$ cat src/rtl/cpu_types_pkg.sv
// Shared CPU types: ALU word/opcode and the requester vector used by the
// shared-ALU arbiter.
package cpu_types_pkg;

  parameter int WORD_W = 32;
  typedef logic [WORD_W-1:0] word_t;

  typedef enum logic [2:0] {
    ALU_ADD = 3'd0,
    ALU_SUB = 3'd1,
    ALU_AND = 3'd2,
    ALU_OR  = 3'd3,
    ALU_XOR = 3'd4
  } aluop_t;

  // Number of execute-stage requesters sharing the ALU.
  parameter int ALU_NREQ = 2;
  typedef logic [ALU_NREQ-1:0] alureq_t;

endpackage

$ cat src/rtl/rr_arbiter2.sv
// Two-requester arbiter for the shared ALU. Round-robin by default; with
// ALU_ARB_FIXED_PRIO_EN defined requester 0 always wins contention and no
// fairness state is kept.
module rr_arbiter2
  import cpu_types_pkg::*;
#(
  parameter bit RESET_PRIO = 1'b0
) (
  input  logic    CLK,
  input  logic    RST,
  input  alureq_t req_valid,
  input  logic    slot_free,
  output logic    grant_id,
  output logic    grant_valid
);

`ifdef ALU_ARB_FIXED_PRIO_EN

  // Fixed priority: requester 1 only wins when requester 0 is idle.
  always_comb begin
    grant_id    = 1'b0;
    grant_valid = 1'b0;
    if (req_valid[0]) begin
      grant_id = 1'b0;
    end else begin
      grant_id = 1'b1;
    end
    if (slot_free && (req_valid != 2'b00)) begin
      grant_valid = 1'b1;
    end else begin
      grant_valid = 1'b0;
    end
  end

`else

  logic last_grant_q;
  logic last_grant_d;

  // Fairness pointer moves only when a grant is actually accepted.
  always_comb begin
    last_grant_d = last_grant_q;
    if (grant_valid) begin
      last_grant_d = grant_id;
    end else begin
      last_grant_d = last_grant_q;
    end
  end

  // Fairness pointer register; reset so RESET_PRIO wins the first contention.
  always_ff @(posedge CLK) begin
    if (RST) begin
      last_grant_q <= ~RESET_PRIO;
    end else begin
      last_grant_q <= last_grant_d;
    end
  end

  // Round-robin select: a lone requester wins, contention goes to the
  // requester that was not granted last.
  always_comb begin
    grant_id    = 1'b0;
    grant_valid = 1'b0;
    case (req_valid)
      2'b01:   grant_id = 1'b0;
      2'b10:   grant_id = 1'b1;
      2'b11:   grant_id = ~last_grant_q;
      default: grant_id = 1'b0;
    endcase
    if (slot_free && (req_valid != 2'b00)) begin
      grant_valid = 1'b1;
    end else begin
      grant_valid = 1'b0;
    end
  end

`endif

endmodule

$ cat src/rtl/alu_arbiter.sv
// Shares one combinational ALU between two execute-stage requesters.
// Arbitrates with rr_arbiter2, drives the ALU from the granted requester and
// captures the ALU result into a one-entry registered output slot tagged with
// the issuing requester. Optional build macro: ALU_ARB_FIXED_PRIO_EN selects
// fixed priority (requester 0 first) instead of round-robin.
module alu_arbiter
  import cpu_types_pkg::*;
#(
  parameter bit RESET_PRIO = 1'b0
) (
  input  logic                   CLK,
  input  logic                   RST,
  input  alureq_t                req_valid,
  output alureq_t                req_ready,
  input  aluop_t  [ALU_NREQ-1:0] req_aluop,
  input  word_t   [ALU_NREQ-1:0] req_porta,
  input  word_t   [ALU_NREQ-1:0] req_portb,
  output alureq_t                resp_valid,
  input  alureq_t                resp_ready,
  output word_t                  resp_portout,
  output logic                   resp_negative,
  output logic                   resp_overflow,
  output logic                   resp_zero,
  output aluop_t                 alu_aluop,
  output word_t                  alu_porta,
  output word_t                  alu_portb,
  input  word_t                  alu_portout,
  input  logic                   alu_negative,
  input  logic                   alu_overflow,
  input  logic                   alu_zero
);

  logic  out_valid_q, out_valid_d;
  logic  out_id_q,    out_id_d;
  word_t result_q,    result_d;
  logic  neg_q,       neg_d;
  logic  ovf_q,       ovf_d;
  logic  zero_q,      zero_d;

  logic  slot_free_s;
  logic  grant_id_s;
  logic  grant_valid_s;

  // The slot can take a new result when empty or being consumed by its owner
  // this cycle; nothing is accepted while reset is asserted.
  assign slot_free_s = ~RST & (~out_valid_q | resp_ready[out_id_q]);

  rr_arbiter2 #(
    .RESET_PRIO (RESET_PRIO)
  ) u_arb (
    .CLK         (CLK),
    .RST         (RST),
    .req_valid   (req_valid),
    .slot_free   (slot_free_s),
    .grant_id    (grant_id_s),
    .grant_valid (grant_valid_s)
  );

  // Accept handshake: only the granted requester sees ready.
  always_comb begin
    req_ready = 2'b00;
    if (grant_valid_s) begin
      req_ready[grant_id_s] = 1'b1;
    end else begin
      req_ready = 2'b00;
    end
  end

  // ALU operand mux: granted requester passes straight through, else all zero.
  always_comb begin
    alu_aluop = ALU_ADD;
    alu_porta = {WORD_W{1'b0}};
    alu_portb = {WORD_W{1'b0}};
    if (grant_valid_s) begin
      alu_aluop = req_aluop[grant_id_s];
      alu_porta = req_porta[grant_id_s];
      alu_portb = req_portb[grant_id_s];
    end else begin
      alu_aluop = ALU_ADD;
      alu_porta = {WORD_W{1'b0}};
      alu_portb = {WORD_W{1'b0}};
    end
  end

  // Output slot next state: load on accept (also covers consume+accept),
  // empty on consume alone, otherwise hold the result stable.
  always_comb begin
    out_valid_d = out_valid_q;
    out_id_d    = out_id_q;
    result_d    = result_q;
    neg_d       = neg_q;
    ovf_d       = ovf_q;
    zero_d      = zero_q;
    if (grant_valid_s) begin
      out_valid_d = 1'b1;
      out_id_d    = grant_id_s;
      result_d    = alu_portout;
      neg_d       = alu_negative;
      ovf_d       = alu_overflow;
      zero_d      = alu_zero;
    end else if (out_valid_q && resp_ready[out_id_q]) begin
      out_valid_d = 1'b0;
    end else begin
      out_valid_d = out_valid_q;
    end
  end

  // Output slot registers; reset drops any pending result.
  always_ff @(posedge CLK) begin
    if (RST) begin
      out_valid_q <= 1'b0;
      out_id_q    <= 1'b0;
      result_q    <= {WORD_W{1'b0}};
      neg_q       <= 1'b0;
      ovf_q       <= 1'b0;
      zero_q      <= 1'b0;
    end else begin
      out_valid_q <= out_valid_d;
      out_id_q    <= out_id_d;
      result_q    <= result_d;
      neg_q       <= neg_d;
      ovf_q       <= ovf_d;
      zero_q      <= zero_d;
    end
  end

  // Response valid is the slot owner, one-hot.
  always_comb begin
    resp_valid = 2'b00;
    if (out_valid_q) begin
      resp_valid[out_id_q] = 1'b1;
    end else begin
      resp_valid = 2'b00;
    end
  end

  assign resp_portout  = result_q;
  assign resp_negative = neg_q;
  assign resp_overflow = ovf_q;
  assign resp_zero     = zero_q;

endmodule
$ cat config.mk
export PLATFORM = sky130hd
export DESIGN_NAME = alu_arbiter
export DESIGN_NICKNAME = d
export VERILOG_FILES = /design/src/rtl/cpu_types_pkg.sv /design/src/rtl/rr_arbiter2.sv /design/src/rtl/alu_arbiter.sv
export SDC_FILE = /design/constraint.sdc
export NUM_CORES = 1
export LEC_CHECK = 0
export ABC_AREA = 1
export CAP_MARGIN = 20
export CORE_AREA = 2 2 108 110
export CTS_CLUSTER_DIAMETER = 120
export DETAILED_ROUTE_END_ITERATION = 10
export DIE_AREA = 0 0 110 112
export PLACE_DENSITY = 0.69
export RECOVER_POWER = 25
export SLEW_MARGIN = 5
export SYNTH_ARGS = -nofsm -noshare
export SYNTH_HDL_FRONTEND = slang
export SYNTH_SLANG_ARGS = --single-unit
export TNS_END_PERCENT = 1
$ cat constraint.sdc
create_clock -name CLK -period 1.2 [get_ports CLK]
set_input_delay 0.24 -clock CLK [delete_from_list [all_inputs] [get_ports CLK]]
set_output_delay 0.24 -clock CLK [all_outputs]
set_load 0.05 [all_outputs]
# Yosys cells after proc, flatten, opt, wreduce, memory -nomap -nowiden
# Cells that the tools add are included.
# W data, S select, Z words.
word_totals:
  n_memories: 0
  reg_bits: 38
  word_cells: 45
  ram_bits: 0
  romBits: 0
  in_bits: 175
  latchBits: 0
  out_inout_bits: 106
classes:
  magnitude_cmp: 4
  n_shift: 0
  div_mod_pow: 0
  n_addsub: 0
  n_reduce_logical: 6
  n_bitwise: 5
  mul: 0
  eq_ne: 2
  mux: 21
ops:
  columns: ["cell", "n"]
  rows:
  - ["$mux W32", 6]
  - ["$mux W3", 3]
  - ["$mux W1", 7]
  - ["$eq A2 B2 Y1 const B", 2]
  - ["$logic_and A1 B1 Y1", 4]
  - ["$lt A1 B2 Y1 const B", 2]
  - ["$mux W2", 2]
  - ["$reduce_bool A2 Y1", 2]
  - ["$not A1 Y1", 3]
  - ["$demux W1 S1", 2]
  - ["$ge A1 B1 Y1 const B", 2]
  - ["$pmux W1 S2", 1]
  - ["$and A1 B1 Y1", 1]
  - ["$or A1 B1 Y1", 1]

# Depth between registers and ports, before layout
# Gate-level depths: netlist of the first run.
depth:
  depth_word: 7
  mapped_depth: 8
  depth_no_buf: 7

# Modules after synthesis
# Synthesis of the first run repeated with hierarchy kept, for this count alone.
hier_totals:
  cells_unflattened: 394
  area_unflattened_um2: 2227.1
modules_own_cells:
  columns: ["module", "n_inst", "cells_each", "seq_area_each_um2", "area_each_um2"]
  rows:
  - ["alu_arbiter", 1, 385, 740.7, 2165.8]
  - ["rr_arbiter2", 1, 9, 20.0, 61.3]

# Worst setup path after synthesis of the first run
# Ideal clock, no wire load.
synth_path:
  path_type: "register to output"
  from: "reg out_id_q"
  to: "out alu_aluop[0]"
  t_arrival_ns: 1.686
  path_buffers: 2
  t_required_ns: 0.960
  setup_slack_ns: -0.726
  stages_incl_launch_ff: 7
  cell_sequence: "dfxtp_1 nand2_1 nand3_2 nand2_2 buf_6 buf_2 a21oi_1"
synth_via:
  elab_chain_cells: 7
synth_lines:
  columns: ["element", "line_no", "text"]
  rows:
  - ["start, declared", "alu_arbiter.sv:34", "logic out_id_q, out_id_d;"]
  - ["start signal, assigned", "alu_arbiter.sv:119", "out_id_q <= out_id_d;"]
  - ["$mux W1 (not written as such) (2 in a row)", "alu_arbiter.sv:46", "assign slot_free_s = ~RST & (~out_valid_q | resp_ready[out_id_q]);"]
  - ["$or A1 B1 Y1", "alu_arbiter.sv:46", null]
  - ["$and A1 B1 Y1", "alu_arbiter.sv:46", null]
  - ["$logic_and A1 B1 Y1", "rr_arbiter2.sv:70", "if (slot_free && (req_valid != 2'b00)) begin"]
  - ["$mux W1", "rr_arbiter2.sv:70", null]
  - ["$mux W3", "alu_arbiter.sv:74", "if (grant_valid_s) begin"]
  - ["end, declared", "alu_arbiter.sv:24", "output aluop_t alu_aluop,"]
# Every way passes these cells. The select of a mux whose other input is x is not followed.

# Worst setup path in the final report of the first run
layout_path:
  from: "reg out_id_q"
  to: "out alu_portb[24]"
layout_via:
  elab_chain_cells: 7
layout_lines:
  columns: ["element", "line_no", "text"]
  rows:
  - ["$mux W1 (not written as such) (2 in a row)", "alu_arbiter.sv:46", null]
  - ["$or A1 B1 Y1", "alu_arbiter.sv:46", null]
  - ["$and A1 B1 Y1", "alu_arbiter.sv:46", null]
  - ["$logic_and A1 B1 Y1", "rr_arbiter2.sv:70", null]
  - ["$mux W1", "rr_arbiter2.sv:70", null]
  - ["$mux W32", "alu_arbiter.sv:74", null]
  - ["end, declared", "alu_arbiter.sv:26", "output word_t alu_portb,"]
# Every way passes these cells. The select of a mux whose other input is x is not followed.

==> summary.md, run 1 <==
| Metric | Value |
|---|---|
| Area contributors post-synth | nand2_1 34%, dfxtp_1 33%, a21oi_1 15% |
| Syn nets | 576 |
| Worst r2r dst | resp_portout[20] |
| Ys Warns | 0 |
| Worst R2R Path Depth | 9 |
| Layout cell share with drive strength beyond 1 | 36.88% |
| PortBufs | 280 |
| Largest net degree at the start of global routing | 36 |
| Die Wd | 110 microns |
| Root buffer cell | clkbuf_16 |
| Pre-CTS WS | -807.6 ps |
| Clock latency on the worst-skew pair | 290 ps |
| Min Tclk post-route | 1755 ps |
| R2R Setup Slk | -240 ps |
| Register area share after synthesis | 32.95% |
| Avg WL per Cell | 16.50 microns |
| Hpwl dp | 10800 microns |
| Reg2reg start | out_id_q |
| CTS max path bufs | 2 |
| Critical path class | flip-flop to primary output |
| Initial Utilization | 20.66% |
| Setup violators final | 106 |
| Vias in the first global route | 4054 |
| Syn Inst Count | 401 |
| Max-cap violations | 0 |
| Die ar. | 12320 sq um |
| First-pass DRT Iterations | 4 |
| CP endpoint | alu_portb[24] |
| Slew Limit Fails | 0 |
| Synthesized area per cell | 5.757 sq um |
| Via Count | 3866 |
| Final setup TNS | -42850 ps |
| Cts bufs inserted | 5 |
| CTS hold repair buffers | 0 |
| Initial antenna violation count | 0 |
| EDFF count, synth | 0 |
| Fin Clk Skew | 9.244 ps |
| Row count | 39 |
| Most common cell in the netlist | nand2_1 |
| Final RePlAce weighted congestion | 0.9456 |
| Crit. Startpoint | out_id_q |
| Status | finished with violations |
| Hold/Removal Path Class | input pin to flip-flop |
| DP Area | 7325 sq um |
| Layout area overhead | 245.4% |
| Htree depth | 2 |
| CP Capture Type | primary output |
| Arr. time, crit path | 1510 ps |
| Yosys top cell area share | 34.15% |
| Critical path required time | 960 ps |
| Antenna cells | 0 |
| Gr usage total | 21.59% |
| Flops & latches, synth | 38 |
| Synth cell types | 14 |
| Max Freq | 569.9 MHz |
| TritonCTS clock tree | yes |
| Period utilization | 146.2% |
| Post-route ant nets | 0 |
| Slew margin rel. | 80.59% |
| Reg clk slew, reported paths | 50 ps |
| Die Y | 112 microns |
| Global-route wire length before repair | 20960 microns |
| Clock sink total | 38 |
| Crit path launch type | flip-flop |
| Drc violations | 0 |
| Final number of hold-violating endpoints | 0 |
| Power Dens Cells | 925.1 nW/um^2 |
| Placed cell count | 824 |
| Setup ws final | -554.7 ps |
| Async SR Flop Fraction | 0% |
| Commonest cells post-synth | 210 x nand2_1, 69 x a21oi_1, 38 x dfxtp_1, 38 x nand3_1, 18 x buf_2 |
| Leak | 3.198 nW |
| Core box area | 11170 sq um |
| RSZ-0062 raised after global routing | true |
| Final #Nets | 879 |
| I/O pin cnt | 281 |
| Synth Cell Area | 2308 sq um |
| Iteration-0 DRC count of the detailed router | 139 |
| Synth area leader | nand2_1 |
| Pwr Total | 7.375 mW |
| Dominant synthesized flop cell | dfxtp_1 |
| Worst vdd ir | 1353 uV |
| DR vias/cell | 4.559 |
| Total gr overflow | 0 |
| Layout Cells excl Fill | 848 |
| Design area | 7973 sq um |
| Worst-path maximum fanout | 7 |
| Total wire length | 13990 microns |
| Worst-Margin Slew | 291.2 ps |
| Failing checks | setup timing |
==> routing by layer <==
metal | GRT usage, % | wire [microns] | vias to the layer above
met3 | 6.089 | 1318 | 32
met4 | 8.270 | 479 | 0
met5 | 0 | 0 | -
met2 | 40.04 | 7448 | 187
met1 | 22.40 | 4742 | 1753
li1 | - | - | 1894
==> critical path: stages (launching register included) <==
cell	delay (ps)
dfxtp_4	350
nand2_2	70
nand3_4	110
nand2_8	100
buf_12	160
buf_12	140
a21oi_4	140
buf_12	150
==> placed cells by master, fill, tap and decap left out <==
cell and n:
nor2_2 1, clkdlybuf4s50_1 169, dlygate4sd2_1 4, dfxtp_2 2, buf_12 120, clkinv_4 1
nor2_4 2, buf_8 2, a21oi_4 67, buf_16 3, nor2_1 1, bufinv_16 2
nand2_1 200, buf_6 10, inv_4 1, a21oi_1 2, clkinv_8 1, nand3_1 32
buf_4 15, nand3_4 2, inv_2 5, dfxtp_1 35, nand2_4 1, dfxtp_4 1
inv_1 1, nand2_2 9, nand2_8 2, nand3_2 5, clkbuf_16 8, clkdlybuf4s15_1 1
==> timing repair <==
action	in CTS	in global routing
pin swaps	20	7
resized for setup	42	24
buffers inserted	9	3
endpoints found under the hold margin	0	0
cloned	1	3
setup endpoints to repair	108	108
==> metrics by stage <==
step | utilization (%) | hold slack (ps)
after global routing | 71.35 | 400.6
final | 71.35 | 417.5
after CTS | 69.56 | 380.3
after floorplan | - | 309.1
after global placement | 65.55 | 468.9
after detailed placement | 65.55 | 477.9
==> flip-flops by register name (all words and copies together), names as in the netlist <==
| name | count |
|---|---|
| resp_portout | 32 |
| out_id_q | 1 |
| out_valid_q | 1 |
| resp_negative | 1 |
| resp_overflow | 1 |
| resp_zero | 1 |
| u_arb.last_grant_q | 1 |
==> power breakdown <==
| part | internal (mW) | switching, mW |
|---|---|---|
| Combinational | 2.08 | 2.06 |
| Sequential | 1.39 | 0.129 |
| Clock | 1.19 | 0.526 |
==> layout make-up <==
type / instances / area (sq um)
fill: 783 / 3202
sequential: 38 / 767.0
multi-input combinational: 324 / 2236
tap: 143 / 178.9
clock inverter: 3 / 68.82
inverter: 8 / 45.04
timing repair buffer: 327 / 4552
clock buffer: 5 / 125.1
==> how the worst min path moves through the flow <==
stage / from / end / depth (start not counted)
after global placement: u_arb.last_grant_q / u_arb.last_grant_q / 2
after floorplan: RST / out_valid_q / 1
after global routing: RST / out_valid_q / 2
after CTS: RST / out_valid_q / 2
final: RST / out_valid_q / 2
after detailed placement: u_arb.last_grant_q / u_arb.last_grant_q / 2
==> cell families after synthesis <==
family | after synthesis | synth area share (%)
simple gates | 255 | 44.12
buf+inv | 39 | 7.968
flops | 38 | 32.95
compound gates | 69 | 14.96
Note: power is estimated with default switching activity, not from simulation.
==> inputs of run 2 (changes only) <==
--- a/config.mk
+++ b/config.mk
@@ -7,14 +7,15 @@
 export LEC_CHECK = 0
 export ABC_AREA = 1
 export CAP_MARGIN = 20
-export CORE_AREA = 2 2 108 110
+export CORE_AREA = 2 2 109 111
 export CTS_CLUSTER_DIAMETER = 120
 export DETAILED_ROUTE_END_ITERATION = 10
-export DIE_AREA = 0 0 110 112
-export PLACE_DENSITY = 0.69
+export DIE_AREA = 0 0 111 113
+export PLACE_DENSITY = 0.67
 export RECOVER_POWER = 25
 export SLEW_MARGIN = 5
 export SYNTH_ARGS = -nofsm -noshare
 export SYNTH_HDL_FRONTEND = slang
+export SYNTH_HIERARCHICAL = 1
 export SYNTH_SLANG_ARGS = --single-unit
 export TNS_END_PERCENT = 1
==> run 2 against run 1 <==
Effect of this change:
- the flow still finishes with violations (setup timing)
- final cell count fell by 2.2%
- flip-flop and latch count unchanged
- sequential power shrank 7%
- first-iteration DRC count down 6.5%
- design area decreased by 12%
- hold slack improved by 17 ps
- wire length decreased by 2.4%
- synthesized cell count shrank 1.7%
- critical path depth up 4
==> summary.md, run 2 <==
| Metric | Value |
|---|---|
| Reg clk slew, reported paths | 50 ps |
| Initial Utilization | 19.76% |
| Arr. time, crit path | 1860 ps |
| Worst r2r dst | resp_portout[1] |
| Status | finished with violations |
| Failing checks | setup timing |
| Max Freq | 475.5 MHz |
| Async SR Flop Fraction | 0% |
| Min Tclk post-route | 2103 ps |
| CTS max path bufs | 2 |
| Worst-path maximum fanout | 12 |
| Post-synthesis mux area share | 0% |
| Synth area leader | nand2_1 |
| CP Capture Type | primary output |
| Layout area overhead | 216.6% |
| Setup ws final | -903.0 ps |
| Compound-gate portion of the synthesized area | 9.326% |
| Root buffer cell | clkbuf_16 |
| Seq pwr share | 23.0% |
| Critical path class | flip-flop to primary output |
| DP Area | 6631 sq um |
| Initial antenna violation count | 0 |
| M2 GR Usage | 37.91% |
| Gr usage total | 20.49% |
| Post-route ant nets | 0 |
| First-pass DRT Iterations | 4 |
| Antenna cells | 0 |
| Critical-path top delay cell | dfxtp_4 |
| R2R Setup Slk | -290 ps |
| Critical-path cell list | nand2_2 -> a31oi_4 -> o21ai_2 -> inv_2 -> inv_2 -> nor2_4 -> buf_6 -> buf_16 -> nand2_2 -> nand2_4 -> buf_12 |
| Die Y | 113 microns |
| Grt peak-use layer | met2 |
| Largest net degree at the start of global routing | 39 |
| Ys Warns | 6 |
| Die ar. | 12540 sq um |
| Crit path launch type | flip-flop |
| Clock latency on the worst-skew pair | 280 ps |
| Internal Pwr Total | 3.914 mW |
| Crit. path cell count | 11 |
| Switching Power | 2.213 mW |
| Synth cell types | 15 |
| Final number of hold-violating endpoints | 0 |
| Layout cell share with drive strength beyond 1 | 36.59% |
| Met1 usage | 21.70% |
| Commonest cells post-synth | 278 x nand2_1, 38 x dfxtp_1, 37 x a21oi_1, 10 x buf_2, 9 x buf_4 |
| Slew margin rel. | 73.63% |
| Final RePlAce weighted congestion | 0.9038 |
| TritonCTS clock tree | yes |
| PortBufs | 280 |
| Core box area | 11270 sq um |
| Syn nets | 569 |
| Avg WL per Cell | 16.47 microns |
| Final #Nets | 860 |
| Worst vdd ir | 1218 uV |
| Combinational share of power | 55.8% |
| Global-route met3 utilization | 6.642% |
| Leak | 2.957 nW |
| Synth Area in XOR/XNOR | 0% |
| Register area share after synthesis | 34.16% |
| Worst path bufs/invs | 5 |
| Pwr Total | 6.127 mW |
| Setup violators final | 108 |
| Power Dens Cells | 869.0 nW/um^2 |
| Dominant synthesized flop cell | dfxtp_1 |
| I/O pin cnt | 281 |
| Iteration-0 DRC count of the detailed router | 130 |
| Synth Cell Area | 2227 sq um |
| Syn Inst Count | 394 |
| Htree depth | 2 |
| Cts bufs inserted | 5 |
| Synthesized area per cell | 5.653 sq um |
| CP top delay family | buffers and inverters |
| Yosys top cell area share | 46.85% |
| Largest family of logic cells by synthesized area | simple AND/OR/NAND/NOR gates |
| Clock power frac | 21.2% |
| Drc violations | 0 |
| Max reg flops | 32 |
| Fin Clk Skew | 2.951 ps |
| Flops & latches, synth | 38 |
| Worst R2R Path Depth | 9 |
| DR vias/cell | 4.408 |
| Adder-Cell Fraction of Synth Area | 0% |
| Crit. Startpoint | out_id_q |
| Final setup TNS | -68650 ps |
| Worst-Margin Slew | 395.6 ps |
| Hold/Removal Path Class | input pin to flip-flop |
| Crit-path max cell delay | 370 ps |
| Total gr overflow | 0 |
| Row count | 39 |
| Critical path required time | 960 ps |
| Via Count | 3654 |
| Design area | 7051 sq um |
| Area contributors post-synth | nand2_1 47%, dfxtp_1 34%, a21oi_1 8.3% |
| Most common cell in the netlist | nand2_1 |
| Commonest non-fill, non-tap cell in the layout | nand2_1 |
| Most frequent cells in the layout | 179 x nand2_1, 172 x clkdlybuf4s50_1, 106 x buf_12 |
| Synth Area in Simple Gates | 48.20% |
| Max-cap violations | 0 |
| Die Wd | 111 microns |
| Clock sink total | 38 |
| Period utilization | 175.2% |
| Pre-CTS WS | -1137 ps |
| RSZ-0062 raised after global routing | true |
| Hpwl dp | 10520 microns |
| CP endpoint | alu_portb[5] |
| Switching Fraction | 36.11% |
| Total wire length | 13650 microns |
| Final Util | 62.55% |
| Global-route wire length before repair | 20250 microns |
| Slew Limit Fails | 0 |
| Reg2reg start | out_id_q |
| Vias in the first global route | 3686 |
| EDFF count, synth | 0 |
-- run 2: changes by cell type after synthesis, sizes merged, moves of 2 or more --
cell,delta
nand2,+66
nand3,-36
a21oi,-32
clkbuf,-5
nor2,-2
-- run 2: cells by family (layout without fill, tap and decap cells) --
group | after synthesis | count (layout)
AOI/OAI and AO/OA | 40 | 40
buffers and inverters | 33 | 325
DFF | 38 | 38
and+or+nand+nor | 283 | 283
-- run 2: how the worst min path moves through the flow --
stage | start | endpoint | slack [ps] | cells after the start
6_report | resp_ready[0] | out_valid_q | 430 | 4
4_1_cts | resp_ready[0] | out_valid_q | 410 | 4
2_1_floorplan | RST | u_arb/last_grant_q | 350 | 2
5_1_grt | resp_ready[0] | out_valid_q | 460 | 4
3_5_place_dp | out_id_q | out_id_q | 480 | 2
3_3_place_gp | out_id_q | out_id_q | 470 | 2
-- run 2: through the flow --
stage / cells / hold WS [ps]
detailed placement: 806 / 482.6
global route: 829 / 462.8
CTS: 825 / 413.2
global placement: 806 / 474.5
floorplan: 394 / 347.6
finish: 829 / 434.3
-- run 2: power by group through the flow --
| stage | Clock (mW) | Sequential, mW | Combinational (mW) |
|---|---|---|---|
| floorplan | 0 | 1.64 | 1.21 |
| global placement | 0 | 1.44 | 3.22 |
| detailed placement | 0 | 1.44 | 3.25 |
| CTS | 1.35 | 1.42 | 3.41 |
| global route | 1.39 | 1.42 | 3.56 |
| finish | 1.30 | 1.41 | 3.42 |
-- run 2: timing repair --
action | in CTS | in global routing
setup endpoints to repair | 108 | 108
pin swaps | 3 | 2
buffers inserted | 6 | 0
resized for setup | 29 | 15
cloned | 5 | 4
hold buffers | 0 | 0
-- run 2: final cells by class --
cell class              count  area, sq um
flip-flops and latches     38        764.5
well taps                 143        178.9
fillers                   921         4222
clock buffers               7        142.6
inverters                   7        31.28
clock inverters             1        5.005
repair buffers            310         4232
multi-input cells         323         1697
-- run 2: worst register-to-register path, cell delays in order (launching register included) --
cell	delay, ps
dfxtp_4	370
inv_2	50
nand2_4	60
a31oi_4	80
o21ai_2	80
inv_2	70
inv_2	70
buf_4	360
nand2_1	130
a21oi_1	150
-- run 2: per-layer routing --
| metal | wire length (microns) | part of all wire [%] |
|---|---|---|
| met2 | 6957 | 51 |
| met3 | 1264 | 9.3 |
| met5 | 0 | 0 |
| met1 | 5028 | 37 |
| met4 | 400 | 2.9 |
